--- src/rtl/bram_arb_pkg.sv ---
// Shared types for the two-port block RAM arbiter.
package bram_arb_pkg;

  typedef enum logic {
    PORT_A = 1'b0,
    PORT_B = 1'b1
  } bram_port_t;

  typedef enum logic {
    ST_CLEAR = 1'b0,
    ST_RUN   = 1'b1
  } clr_state_t;

endpackage

--- src/rtl/rr_arb2.sv ---
// Two-way round-robin arbiter: same-cycle one-hot grant, priority flips to the
// other port after every grant and holds otherwise.
module rr_arb2
  import bram_arb_pkg::*;
(
  input  logic       clk,
  input  logic       rst,
  input  logic [1:0] req,
  input  logic       en,
  output logic [1:0] gnt
);

  bram_port_t r_prio;
  logic [1:0] w_req;

  always_comb begin
    w_req = req & {2{en}};
    gnt   = 2'b00;
    case (w_req)
      2'b01:   gnt = 2'b01;
      2'b10:   gnt = 2'b10;
      2'b11:   gnt = (r_prio == PORT_A) ? 2'b01 : 2'b10;
      default: gnt = 2'b00;
    endcase
  end

  always_ff @(posedge clk or posedge rst) begin
    if (rst) begin
      r_prio <= PORT_A;
    end else if (gnt[0]) begin
      r_prio <= PORT_B;
    end else if (gnt[1]) begin
      r_prio <= PORT_A;
    end
  end

endmodule

--- src/rtl/bram_arbiter.sv ---
// Shares one read-first single-port block RAM between requesters A and B.
// Define BRAM_ARB_CLEAR_EN to zero the whole RAM after reset before serving requests.
module bram_arbiter
  import bram_arb_pkg::*;
#(
  parameter  int unsigned abits  = 8,
  parameter  int unsigned dbytes = 4,
  parameter  int unsigned blen   = 8,
  localparam int unsigned dbits  = dbytes * blen
) (
  input  logic              clk,
  input  logic              rst,
  input  logic              a_req,
  input  logic [dbytes-1:0] a_we,
  input  logic [abits-1:0]  a_addr,
  input  logic [dbits-1:0]  a_wdata,
  output logic              a_gnt,
  output logic              a_ack,
  output logic [dbits-1:0]  a_rdata,
  input  logic              b_req,
  input  logic [dbytes-1:0] b_we,
  input  logic [abits-1:0]  b_addr,
  input  logic [dbits-1:0]  b_wdata,
  output logic              b_gnt,
  output logic              b_ack,
  output logic [dbits-1:0]  b_rdata,
  output logic              init_done,
  output logic [dbytes-1:0] ram_we,
  output logic [abits-1:0]  ram_addr,
  output logic [dbits-1:0]  ram_wdata,
  input  logic [dbits-1:0]  ram_rdata
);

  logic [1:0]       w_gnt;
  logic             w_clearing;
  logic [abits-1:0] w_clr_addr;
  logic             r_a_ack;
  logic             r_b_ack;

`ifdef BRAM_ARB_CLEAR_EN
  clr_state_t       r_state;
  clr_state_t       w_state_nxt;
  logic [abits-1:0] r_clr_cnt;

  always_ff @(posedge clk or posedge rst) begin
    if (rst) begin
      r_state   <= ST_CLEAR;
      r_clr_cnt <= '0;
    end else begin
      r_state <= w_state_nxt;
      if (r_state == ST_CLEAR) begin
        r_clr_cnt <= r_clr_cnt + abits'(1);
      end
    end
  end

  // Leave CLEAR once the last address has been written.
  always_comb begin
    w_state_nxt = r_state;
    if ((r_state == ST_CLEAR) && (r_clr_cnt == {abits{1'b1}})) begin
      w_state_nxt = ST_RUN;
    end
  end

  always_comb begin
    w_clearing = 1'b0;
    init_done  = 1'b0;
    w_clr_addr = r_clr_cnt;
    case (r_state)
      ST_CLEAR: w_clearing = 1'b1;
      ST_RUN:   init_done  = 1'b1;
      default:  w_clearing = 1'b0;
    endcase
  end
`else
  assign w_clearing = 1'b0;
  assign w_clr_addr = '0;
  assign init_done  = 1'b1;
`endif

  rr_arb2 u_arb (
    .clk (clk),
    .rst (rst),
    .req ({b_req, a_req}),
    .en  (init_done),
    .gnt (w_gnt)
  );

  assign a_gnt = w_gnt[0];
  assign b_gnt = w_gnt[1];

  // RAM port mux: clear sweep, granted requester, or idle zeros.
  always_comb begin
    ram_we    = '0;
    ram_addr  = '0;
    ram_wdata = '0;
    if (w_clearing) begin
      ram_we   = '1;
      ram_addr = w_clr_addr;
    end else if (w_gnt[0]) begin
      ram_we    = a_we;
      ram_addr  = a_addr;
      ram_wdata = a_wdata;
    end else if (w_gnt[1]) begin
      ram_we    = b_we;
      ram_addr  = b_addr;
      ram_wdata = b_wdata;
    end
  end

  always_ff @(posedge clk or posedge rst) begin
    if (rst) begin
      r_a_ack <= 1'b0;
      r_b_ack <= 1'b0;
    end else begin
      r_a_ack <= w_gnt[0];
      r_b_ack <= w_gnt[1];
    end
  end

  assign a_ack   = r_a_ack;
  assign b_ack   = r_b_ack;
  assign a_rdata = ram_rdata;
  assign b_rdata = ram_rdata;

endmodule

--- config.mk ---
export PLATFORM = sky130hd
export DESIGN_NAME = bram_arbiter
export DESIGN_NICKNAME = d
export VERILOG_FILES = /design/src/rtl/bram_arb_pkg.sv /design/src/rtl/rr_arb2.sv /design/src/rtl/bram_arbiter.sv
export SDC_FILE = /design/constraint.sdc
export NUM_CORES = 1
export LEC_CHECK = 0
export BUFFER_PORTS_ARGS = -buffer_cell sky130_fd_sc_hd__buf_2
export CAP_MARGIN = 20
export CORE_AREA = 2 2 92 94
export DETAILED_ROUTE_END_ITERATION = 8
export DIE_AREA = 0 0 94 96
export HOLD_SLACK_MARGIN = 0.12
export PLACE_DENSITY = 0.6
export SLEW_MARGIN = 20
export SYNTH_ARGS = -nofsm -noshare
export SYNTH_HDL_FRONTEND = slang
export SYNTH_HIERARCHICAL = 1
export SYNTH_SLANG_ARGS = --single-unit
--- constraint.sdc ---
create_clock -name clk -period 1.7 [get_ports clk]
set_input_delay 0.255 -clock clk [delete_from_list [all_inputs] [get_ports clk]]
set_output_delay 0.255 -clock clk [all_outputs]
set_load 0.02 [all_outputs]
==> metrics list, run 1 <==
* Number of antenna violations at the first check in global routing: 0
- Fraction of synthesized cell area taken by the top area cell type: 43.4%
- 237 I/O pins were placed.
- Number of buffers created by CTS: 3
- The region available for standard cell placement spans 0.00805 mm^2.
- Sequential power share: 8.7%
- Insertion delay to the later sink of the worst-skew pair: 220 ps
* Cell at the root of the clock tree: sky130_fd_sc_hd__clkbuf_8
- Setup slack of the worst register-to-register path: 560 ps
- Routed WL: 5.44 mm
- Once detailed placement completed, the half-perimeter wirelength came to 3.58 mm.
* Hold-critical path endpoint: u_arb/r_prio
- Across the VDD grid, the largest voltage drop is 0.000128 V.
* Dpl cells: 314
* Simple-gate share of the synthesized area: 3.73%
* Mapped Area: 0.00114 mm^2
- Dividing the detail-routed wire length by the instance count gives 16.4 um.
- Hold Startpoint: a_req
* TritonRoute pass-1 iters: 4
- Distinct cell type count after synthesis: 13
- For the finished layout, the period the worst path requires is 1850 ps.
* RSZ-0062 raised after global routing: true
- The synthesized design contains 3 register bits.
- The max-slew violation total from the final report is 0.
* Fraction of layout cells with a size suffix above 1: 72.6%
* Die ar.: 0.00902 mm^2
- Crit path max fanout: 12
- In this run the power spent charging and discharging nets is 0.368 mW.
- After routing the design area is 0.00191 mm^2.
* Launching point of the worst reg2reg path: u_arb/r_prio
- Final net count: 351
- Final setup violation count: 45
- CP endpoint kind: output pin
- Area growth syn-to-layout: 67.3%
- Sw frac: 38.4%
* Portion of the post-synthesis area used by sequential elements: 6.58%
- Die span in y: 96 um
- Synth Area in XOR/XNOR: 0%
- PwrDens: 502 mW/mm^2
- Crit start category: flop
* Port Buffers: 139
* Largest net degree at the start of global routing: 25
* Cells after synthesis: 137
- First-pass GRT wire length: 6.47 mm
* Arrival @ worst endpoint: 1590 ps
* Outcome: complete, but fails checks
* Arithmetic-cell share of the synthesized area counting full adders, half adders and majority gates: 0%
- Cells on worst reg2reg path: 4
* Aggregate global-route resource usage: 9.60%
- Standby leakage power: 1.05 nW
- Measured against the total synthesized area, the mux share comes to 0%.
- Via/cell ratio: 3.97
- Hold crit path type: in2reg
- For the worst setup path, the data required time is 1440 ps.
- Max-cap violations in this run came to 0.
* Mean cell area of the mapped netlist: 8.33 um^2
- Before CTS, the worst setup slack after placement is 28.2 ps.
* Final sum of negative setup slack: -4850 ps
- In the routed design, unresolved DRC markers number 0.
* CTS clk-pin slew, worst paths: 30 ps
- The tree built by TritonCTS fans out to 3 sinks.
- Clock tree from TritonCTS: done
* Hold Fails Final Rpt: 0
- The internal portion of the total power is 0.590 mW.
* Total cell area at the placement stage: 0.00146 mm^2
- By area, the combinational part of the netlist is dominated by buffers and inverters.
* Filler-free cell count of the finished design: 331
- The number of antenna diodes in the final layout is 0.
* Clock network power share: 21.4%
- Violations in the final reports: negative setup slack
- The endpoint identified for the worst register-to-register timing path is a_ack.
- Leftover overflow at the end of global routing: 0
- Worst clock skew: 1.94 ps
- The count of nets left with antenna violations once routing finished came out at 0.
- Combinational logic is responsible for 69.8% of the overall power.
- Final worst path period share: 109%
* Worst-case clock buffer depth: 2
- From left edge to right edge, the die measures 94 um.
* Deepest level of the CTS H-tree: 1
- Derived from the worst setup path, the maximum achievable clock frequency is 0.542 GHz.
* Hold-critical path depth: 3
* Iter 0 DRT Violations: 24
- The congestion estimate from routability-driven global placement came to 0.712.
* Initial core utilization: 14.2%
- For this block, the via count after detailed routing is 1315.
- By area the synthesized netlist is led by sky130_fd_sc_hd__buf_4, sky130_fd_sc_hd__a22o_1, sky130_fd_sc_hd__dfrtp_1.
- Share of the synthesized area in compound gates (AO/OA/AOI/OAI): 34.8%
- The number of global-route vias before repair is 1250.
- PnR worst setup slack: -145 ps
* Cell accounting for the most synthesized area: sky130_fd_sc_hd__buf_4
- Path type of the worst setup path: reg2out
- Yosys printed 6 warnings.
* Core Rows: 33
[worst max-delay path, cell delays in order, from the launching register on]
cell,delay (ps)
sky130_fd_sc_hd__dfrtp_1,380
sky130_fd_sc_hd__buf_6,130
sky130_fd_sc_hd__a21oi_4,180
sky130_fd_sc_hd__buf_6,190
sky130_fd_sc_hd__clkbuf_16,190
sky130_fd_sc_hd__a22o_1,150
sky130_fd_sc_hd__buf_2,160
[power groups by stage]
stage,Combinational (mW),Clock [mW],Sequential (mW)
floorplan,0.507,0,0.0887
global placement,0.493,0,0.0862
detailed placement,0.497,0,0.0863
CTS,0.623,0.211,0.0833
global route,0.713,0.218,0.0841
finish,0.669,0.205,0.0836
[area by class of cell]
type	instances	area [um^2]
clock buffers	4	45.0
inverters	3	11.3
flip-flops and latches	3	75.1
repair buffers	157	1170
fillers	889	6140
multi-input cells	59	478
well taps	105	131
[through the flow]
step           power, mW  hold WS (ps)  util [%]
4_1_cts            0.917           404      22.1
3_3_place_gp       0.579           111      18.1
2_1_floorplan      0.596         -16.3         -
6_report           0.958           413      23.7
5_1_grt             1.01           439      23.7
3_5_place_dp       0.583           113      18.1
[cell usage after synthesis]
library cell	number
sky130_fd_sc_hd__and3_1	1
sky130_fd_sc_hd__conb_1	1
sky130_fd_sc_hd__nor2b_4	1
sky130_fd_sc_hd__inv_1	3
sky130_fd_sc_hd__a21oi_2	1
sky130_fd_sc_hd__a22o_1	42
sky130_fd_sc_hd__a21oi_1	2
sky130_fd_sc_hd__o21ai_0	2
sky130_fd_sc_hd__buf_6	5
sky130_fd_sc_hd__buf_4	66
sky130_fd_sc_hd__nand2_1	6
sky130_fd_sc_hd__buf_8	4
sky130_fd_sc_hd__dfrtp_1	3
[cell usage in the layout, fill, tap and decap left out]
cell                            instances
sky130_fd_sc_hd__a22o_4                 1
sky130_fd_sc_hd__nor2b_4                1
sky130_fd_sc_hd__o21ai_0                2
sky130_fd_sc_hd__conb_1                 4
sky130_fd_sc_hd__buf_12                 2
sky130_fd_sc_hd__buf_4                  4
sky130_fd_sc_hd__clkbuf_1               1
sky130_fd_sc_hd__clkbuf_8               3
sky130_fd_sc_hd__a21oi_4                1
sky130_fd_sc_hd__nand2_1                6
sky130_fd_sc_hd__clkbuf_16              3
sky130_fd_sc_hd__and3_1                 1
sky130_fd_sc_hd__buf_2                113
sky130_fd_sc_hd__dfrtp_1                3
sky130_fd_sc_hd__a21oi_2                2
sky130_fd_sc_hd__buf_6                 30
sky130_fd_sc_hd__dlygate4sd3_1          1
sky130_fd_sc_hd__a22o_1                41
sky130_fd_sc_hd__inv_1                  3
sky130_fd_sc_hd__buf_16                 4
[state kept, by name, indices dropped and copies added (netlist names)]
signal and count:
b_ack 1, a_ack 1, u_arb/r_prio 1
[timing repair]
item	in CTS	in global routing
endpoints found under the setup margin	42	45
gates resized for setup	46	15
hold buffers	1	0
cloned	4	3
pin swaps	8	6
endpoints found under the hold margin	3	0
setup buffers	6	1
[layer usage]
layer  up-vias  routed length [um]  global-route usage [%]
li1        598                   -                       -
met1       602                1910                    10.2
met2        91                2830                    17.5
met3        24                 550                    2.58
met4         0                 148                    4.83
met5         -                   0                       0
[how the worst max path moves through the flow]
stage | endpoint | start | slack (ps)
finish | ram_wdata[25] | u_arb/r_prio | -150
CTS | ram_wdata[14] | u_arb/r_prio | -150
detailed placement | ram_wdata[15] | u_arb/r_prio | 30
global route | ram_wdata[14] | u_arb/r_prio | -190
floorplan | ram_addr[0] | u_arb/r_prio | 8
global placement | ram_wdata[15] | u_arb/r_prio | 70
[cell families after synthesis]
logic type,count (synthesis)
AO/OA/AOI/OAI,47
AND/OR/NAND/NOR,8
other,1
buffers and inverters,78
flip-flops,3
(Power assumes the default switching activity.)
==> inputs of run 2 (changes only) <==
SETUP_SLACK_MARGIN = 0.15   (was not set)
==> run 2 against run 1 <==
  * The run still ends with negative setup slack left
  * Clock-buffer cell count is the same
  * Sequential power grew 5.7%
  * Final cell count shrank 0.91%
  * Setup slack gained 40 ps
  * Routed wire length shrank 7.8%
  * Worst hold slack lost 5.0 ps
  * Maximum frequency grew 2.2%
  * Combinational power grew 4.0%
  * Clock skew shrank 0.65 ps
  * Core utilization grew 1.0 points
  * Critical path depth is the same
  * Power grew 2.7%
  * Largest cell class unchanged
  * Largest power group unchanged
  * Highest routed layer unchanged
==> metrics list, run 2 (same netlist as run 1, synthesis figures left out) <==
- Outcome: complete, but fails checks
* Violations in the final reports: negative setup slack
* Sequential power share: 9.0%
- STA puts the critical path data required time at 1440 ps.
- Once placement finished, the instance area stood at 0.00145 mm^2.
- Sw frac: 37.7%
- Aggregate global-route resource usage: 8.68%
* Setup slack of the worst register-to-register path: 650 ps
- Area growth syn-to-layout: 74.6%
- The min-delay analysis places its worst path in the category in2reg.
- For this run, design rule violations remaining after detail routing come to 0.
- Initial core utilization: 14.2%
- STA classifies the critical path startpoint as a flop.
* ANT nets after route: 0
- Total of fill cells in the finished design: 897
* Leading cell types in the layout, fill and taps excluded: sky130_fd_sc_hd__buf_2, sky130_fd_sc_hd__buf_6, sky130_fd_sc_hd__a22o_1
* PnR worst setup slack: -106 ps
- Routed WL: 5.02 mm
- Largest net degree at the start of global routing: 21
- Port Buffers: 139
- Combinational Power Share: 70.7%
* Hold-critical path endpoint: b_ack
- Via count: 1288
- Final hold slack: 408 ps
- After routing the design area is 0.00199 mm^2.
* Fraction of layout cells with a size suffix above 1: 74.4%
- Filler-free cell count of the finished design: 328
- After layout, the minimum clock period comes to 1810 ps.
- Once detailed placement completed, the half-perimeter wirelength came to 3.28 mm.
* PwrDens: 494 mW/mm^2
* Reported net switching power: 0.371 mW
- Area of the multi-input gates: 507 um^2
* Reg2reg end: a_ack
* Number of antenna violations at the first check in global routing: 0
- The tree is rooted in a sky130_fd_sc_hd__clkbuf_8.
- In the final layout, flip-flops and latches occupy 76.3 um^2.
- The critical path in this run is classified as reg2out.
* Number of pins exceeding their max-slew limit in the final report: 0
* Hold Startpoint: a_req
* Insertion delay to the later sink of the worst-skew pair: 210 ps
- Clock skew on the completed layout was measured at 1.29 ps.
- Worst-case clock buffer depth: 2
- Row generation in the floorplan step produced 33 rows.
* Via/cell ratio: 3.93
- Counting cells, the worst reg-to-reg path comes to 3.
- First-pass GRT wire length: 5.96 mm
* Final net count: 348
- For this design the static power due to leakage is 1.06 nW.
* Num ports: 237
- Post-placement setup slack: 54.1 ps
- Clock net sink count: 3
- Tracing the worst setup path back leads to its startpoint at u_arb/r_prio.
- Deepest level of the CTS H-tree: 1
- Final sum of negative setup slack: -3300 ps
* Final GP Congestion: 0.657
- The number of hold-slack violations in the final timing report came to 0.
- Area inside the core boundary: 0.00805 mm^2
- In this run the critical register-to-register path is launched from u_arb/r_prio.
- Die ar.: 0.00902 mm^2
- Setup violations remaining at the end of the flow were counted as 42.
- The internal portion of the total power is 0.614 mW.
- DIE WIDTH: 94 um
- Vias in the first global route: 1168
* Clock tree from TritonCTS: done
- The tool flagged a number of max-cap violations equal to 0.
- In this run, placement finished with an instance count of 314.
- Most common library cell in the layout ignoring fill and taps: sky130_fd_sc_hd__buf_2
* Arrival @ worst endpoint: 1550 ps
- Number of buffers created by CTS: 3
- Leftover overflow at the end of global routing: 0
* IR drop worst, VDD: 0.000181 V
- The worst setup path is captured at an output pin.
- Hold-critical path depth: 3
- Clock network power share: 20.3%
- Static timing analysis puts the maximum clock frequency at 0.554 GHz.
- TritonRoute pass-1 iters: 4
* RSZ-0062 raised after global routing: true
- Drt wl/cell: 15.3 um
- Crit path max fanout: 9
- After the first detailed-routing iteration, the DRC count stood at 13.
- CTS clk-pin slew, worst paths: 30 ps
- After layout, the worst path uses 106% of the clock period.
- In this run the vertical extent of the chip is 96 um.
* Antenna diodes: 0
-- run 2: changes by cell type in the layout (fill, tap and decap cells not counted), sizes merged --
cell / previous run / this run
buf: 153 / 150
-- run 2: routing by layer --
layer | vias up | track usage, % | share of wire [%]
li1 | 591 | - | -
met1 | 598 | 9.24 | 37
met2 | 85 | 16.3 | 52
met3 | 14 | 2.04 | 9.1
met4 | 0 | 3.86 | 2.3
met5 | - | 0 | 0
-- run 2: stage by stage --
| step | util (%) | power (mW) |
|---|---|---|
| 2_1_floorplan | - | 0.602 |
| 3_5_place_dp | 18.0 | 0.575 |
| 6_report | 24.7 | 0.984 |
| 5_1_grt | 24.7 | 1.04 |
| 3_3_place_gp | 18.0 | 0.572 |
| 4_1_cts | 22.3 | 0.916 |
-- run 2: how the worst max path moves through the flow --
stage	endpoint	slack, ps	depth (start not counted)
after floorplan	ram_addr[0]	70	6
after global placement	ram_wdata[13]	100	6
after detailed placement	ram_wdata[13]	50	6
after CTS	ram_wdata[8]	-120	7
after global routing	ram_wdata[14]	-190	7
final	ram_wdata[9]	-110	6
-- run 2: final cells by class --
type,instances,share of cell area (%)
Timing Repair Buffer,154,61.3
Multi-Input combinational cell,59,25.4
Tap cell,105,6.60
Sequential cell,3,3.83
Clock buffer,4,2.26
Inverter,3,0.565
-- run 2: power groups by stage --
stage	logic, mW	registers [mW]	clock network (mW)
2_1_floorplan	0.511	0.0903	0
3_3_place_gp	0.486	0.0864	0
3_5_place_dp	0.487	0.0874	0
4_1_cts	0.623	0.0874	0.206
5_1_grt	0.736	0.0897	0.215
6_report	0.696	0.0884	0.200
-- run 2: repair_timing --
item                                   4_1_cts  5_1_grt
endpoints found under the hold margin        3        0
hold buffers                                 1        0
setup buffers                                4        0
resized for setup                           75       31
setup endpoints to repair                   44       45
pin swaps                                    0        7
cloned                                       2        3
-- run 2: worst max-delay path, cell delays in order, from the launching register on --
cell and delay, ps:
sky130_fd_sc_hd__dfrtp_2 420, sky130_fd_sc_hd__a21oi_4 210, sky130_fd_sc_hd__nor2b_4 70, sky130_fd_sc_hd__buf_6 130, sky130_fd_sc_hd__clkbuf_16 160, sky130_fd_sc_hd__a22o_1 210, sky130_fd_sc_hd__buf_6 130
==> inputs of run 3 (changes only) <==
CELL_PAD_IN_SITES_DETAIL_PLACEMENT = 0   (was not set)
CELL_PAD_IN_SITES_GLOBAL_PLACEMENT = 1   (was not set)
CORE_AREA = not set   (was 2 2 92 94)
CORE_UTILIZATION = 13   (was not set)
DIE_AREA = not set   (was 0 0 94 96)
PLACE_DENSITY = 0.87   (was 0.6)
==> run 3 against run 2 <==
  * The flow still finishes with violations (negative setup slack)
  * Core utilization decreased by 0.30 points
  * Global-route usage increased by 1.2 points
  * Highest routed layer unchanged
  * Largest power group unchanged
  * Die area increased by 1.5%
==> metrics list, run 3 (same netlist as run 1, synthesis figures left out) <==
- Outcome: complete, but fails checks
- Violations in the final reports: negative setup slack
- DRC violations left: 0
- The floorplan step defined a die boundary enclosing 0.00916 mm^2.
* Biggest cell delay along the critical path: 400 ps
- IR drop worst, VDD: 0.000168 V
- The worst hold path belongs to the class in2reg.
* RSZ-0062 raised after global routing: true
- Timing startpoint of the critical path: u_arb/r_prio
- STA puts the critical path data arrival time at 1590 ps.
- Counting I/O delays and the setup requirement, the final critical path takes 1850 ps.
- Final non-filler cell area: 0.00204 mm^2
- After detailed routing, the average wire length per cell comes to 15.8 um.
* Clock tree from TritonCTS: done
- Setup slack on the worst reg-to-reg path comes out at 450 ps.
- The most critical setup path has its endpoint at ram_wdata[6].
- Via/cell ratio: 3.87
* TritonRoute pass-1 iters: 4
- PwrDens: 491 mW/mm^2
* Post-DP HPWL: 3.28 mm
* Worst-case clock buffer depth: 2
* FF+latch area: 75.1 um^2
- CTS clk-pin slew, worst paths: 30 ps
- Slowest stage cell, crit path: sky130_fd_sc_hd__dfrtp_1
- Final sum of negative setup slack: -4950 ps
- DIE WIDTH: 95.7 um
- Via count: 1293
* PnR worst setup slack: -149 ps
- Final worst path period share: 109%
- Data on the critical path is required at its endpoint by 1440 ps.
* Num ports: 237
- After filler insertion, the fill cell instance count of the layout stands at 895.
- Clock net sink count: 3
- On the final layout, the worst clock skew is 1.73 ps.
- Most common library cell in the layout ignoring fill and taps: sky130_fd_sc_hd__buf_2
- CP delay by family, top: buffers and inverters
- The detailed router finished its first iteration with 33 violations.
* Final setup violation count: 42
* Deepest level of the CTS H-tree: 1
- For the worst flop-to-flop path, the logic depth is 6.
- Area of the multi-input gates: 504 um^2
- Total cell area at the placement stage: 0.00144 mm^2
- Highest Clock Rate: 0.541 GHz
- The first global-routing pass estimated 6.56 mm of wire.
* Hold Fails Final Rpt: 0
- Cell at the root of the clock tree: sky130_fd_sc_hd__clkbuf_8
- After detailed routing, the total wire length is 5.27 mm.
- Crit path max fanout: 11
* Antenna diodes: 0
- Fraction of layout cells with a size suffix above 1: 75.1%
* Vias in the first global route: 1256
* Die span in y: 95.7 um
- The floorplan has 33 rows.
- The max-slew violation total from the final report is 0.
- For this configuration, the core starts out at a cell density of 13.7%.
* Crit start category: flop
- Cells traversed along the worst timing path: inv_2, a21oi_4, nor2b_4, buf_4, buf_12, a22o_1, buf_6
- The worst register-to-register path begins at u_arb/r_prio.
- The critical path crosses 7 cells after its start point.
- Leftover overflow at the end of global routing: 0
* Final net count: 354
- Max capacitance violation total: 0
- Path type of the worst setup path: reg2out
- Aggregate global-route resource usage: 9.92%
- Reg2reg end: a_ack
* Area growth syn-to-layout: 78.6%
* Port Buffers: 139
- The congestion estimate from routability-driven global placement came to 0.734.
* Area inside the core boundary: 0.00834 mm^2
* Leading cell types in the layout, fill and taps excluded: sky130_fd_sc_hd__buf_2, sky130_fd_sc_hd__a22o_1, sky130_fd_sc_hd__buf_6
- Together, buffers and inverters on the worst path number 4.
- Number of antenna violations at the first check in global routing: 0
- Standby leakage power: 1.09 nW
- In this run the most critical hold path is launched from a_req.
- Largest net degree at the start of global routing: 22
* ANT nets after route: 0
* CP endpoint kind: output pin
* Insertion delay to the later sink of the worst-skew pair: 210 ps
- Number of buffers created by CTS: 3
[run 3: changes by cell type in the layout (fill, tap and decap cells not counted), sizes merged]
cell	delta
buf	+7
clkbuf	-2
bufbuf	+1
[run 3: per-stage QoR]
step	instances	total power, mW	setup WS (ps)	hold WS (ps)	util [%]
after floorplan	140	0.602	69.6	-16.3	-
after global placement	312	0.558	89.1	111	17.2
after detailed placement	312	0.566	56.6	110	17.2
after CTS	329	0.947	-143	416	22.6
after global routing	334	1.07	-211	419	24.4
final	334	1.00	-149	420	24.4
[run 3: worst register-to-register path: cells and delay by family, from the launching register on]
| kind | cells | cell delay (ps) |
|---|---|---|
| buffers and inverters | 5 | 570 |
| DFF | 1 | 410 |
| AOI/OAI and AO/OA | 1 | 210 |
[run 3: repair_timing]
item | CTS | global route
setup buffers | 6 | 3
gates resized for setup | 71 | 22
pin swaps | 5 | 6
gates cloned | 6 | 2
endpoints found under the setup margin | 44 | 45
hold endpoints to repair | 3 | 0
hold buffers | 1 | 0
[run 3: layout make-up]
| class | instances | area share [%] |
|---|---|---|
| timing repair buffer | 160 | 62.4 |
| multi-input combinational | 59 | 24.7 |
| tap | 105 | 6.45 |
| sequential | 3 | 3.68 |
| clock buffer | 4 | 2.21 |
| inverter | 3 | 0.552 |
[run 3: how the worst min path moves through the flow]
stage / slack (ps) / cells after the start / to
floorplan: -20 / 1 / u_arb/r_prio
global placement: 110 / 2 / u_arb/r_prio
detailed placement: 110 / 2 / u_arb/r_prio
CTS: 420 / 3 / b_ack
global route: 420 / 3 / b_ack
finish: 420 / 3 / b_ack
[run 3: metal layers]
layer	track usage (%)	up-vias	wire (um)
li1	-	608	-
met1	10.2	588	1900
met5	0	-	0
met3	2.37	26	447
met2	19.0	71	2790
met4	4.10	0	129
[run 3: power breakdown]
part / total [mW] / internal (mW) / leakage [nW] / switching [mW]
Sequential: 0.0869 / 0.0797 / 0.0375 / 0.00712
Combinational: 0.714 / 0.393 / 1.03 / 0.322
Clock: 0.200 / 0.159 / 0.0228 / 0.0404
Total: 1.00 / 0.632 / 1.09 / 0.369
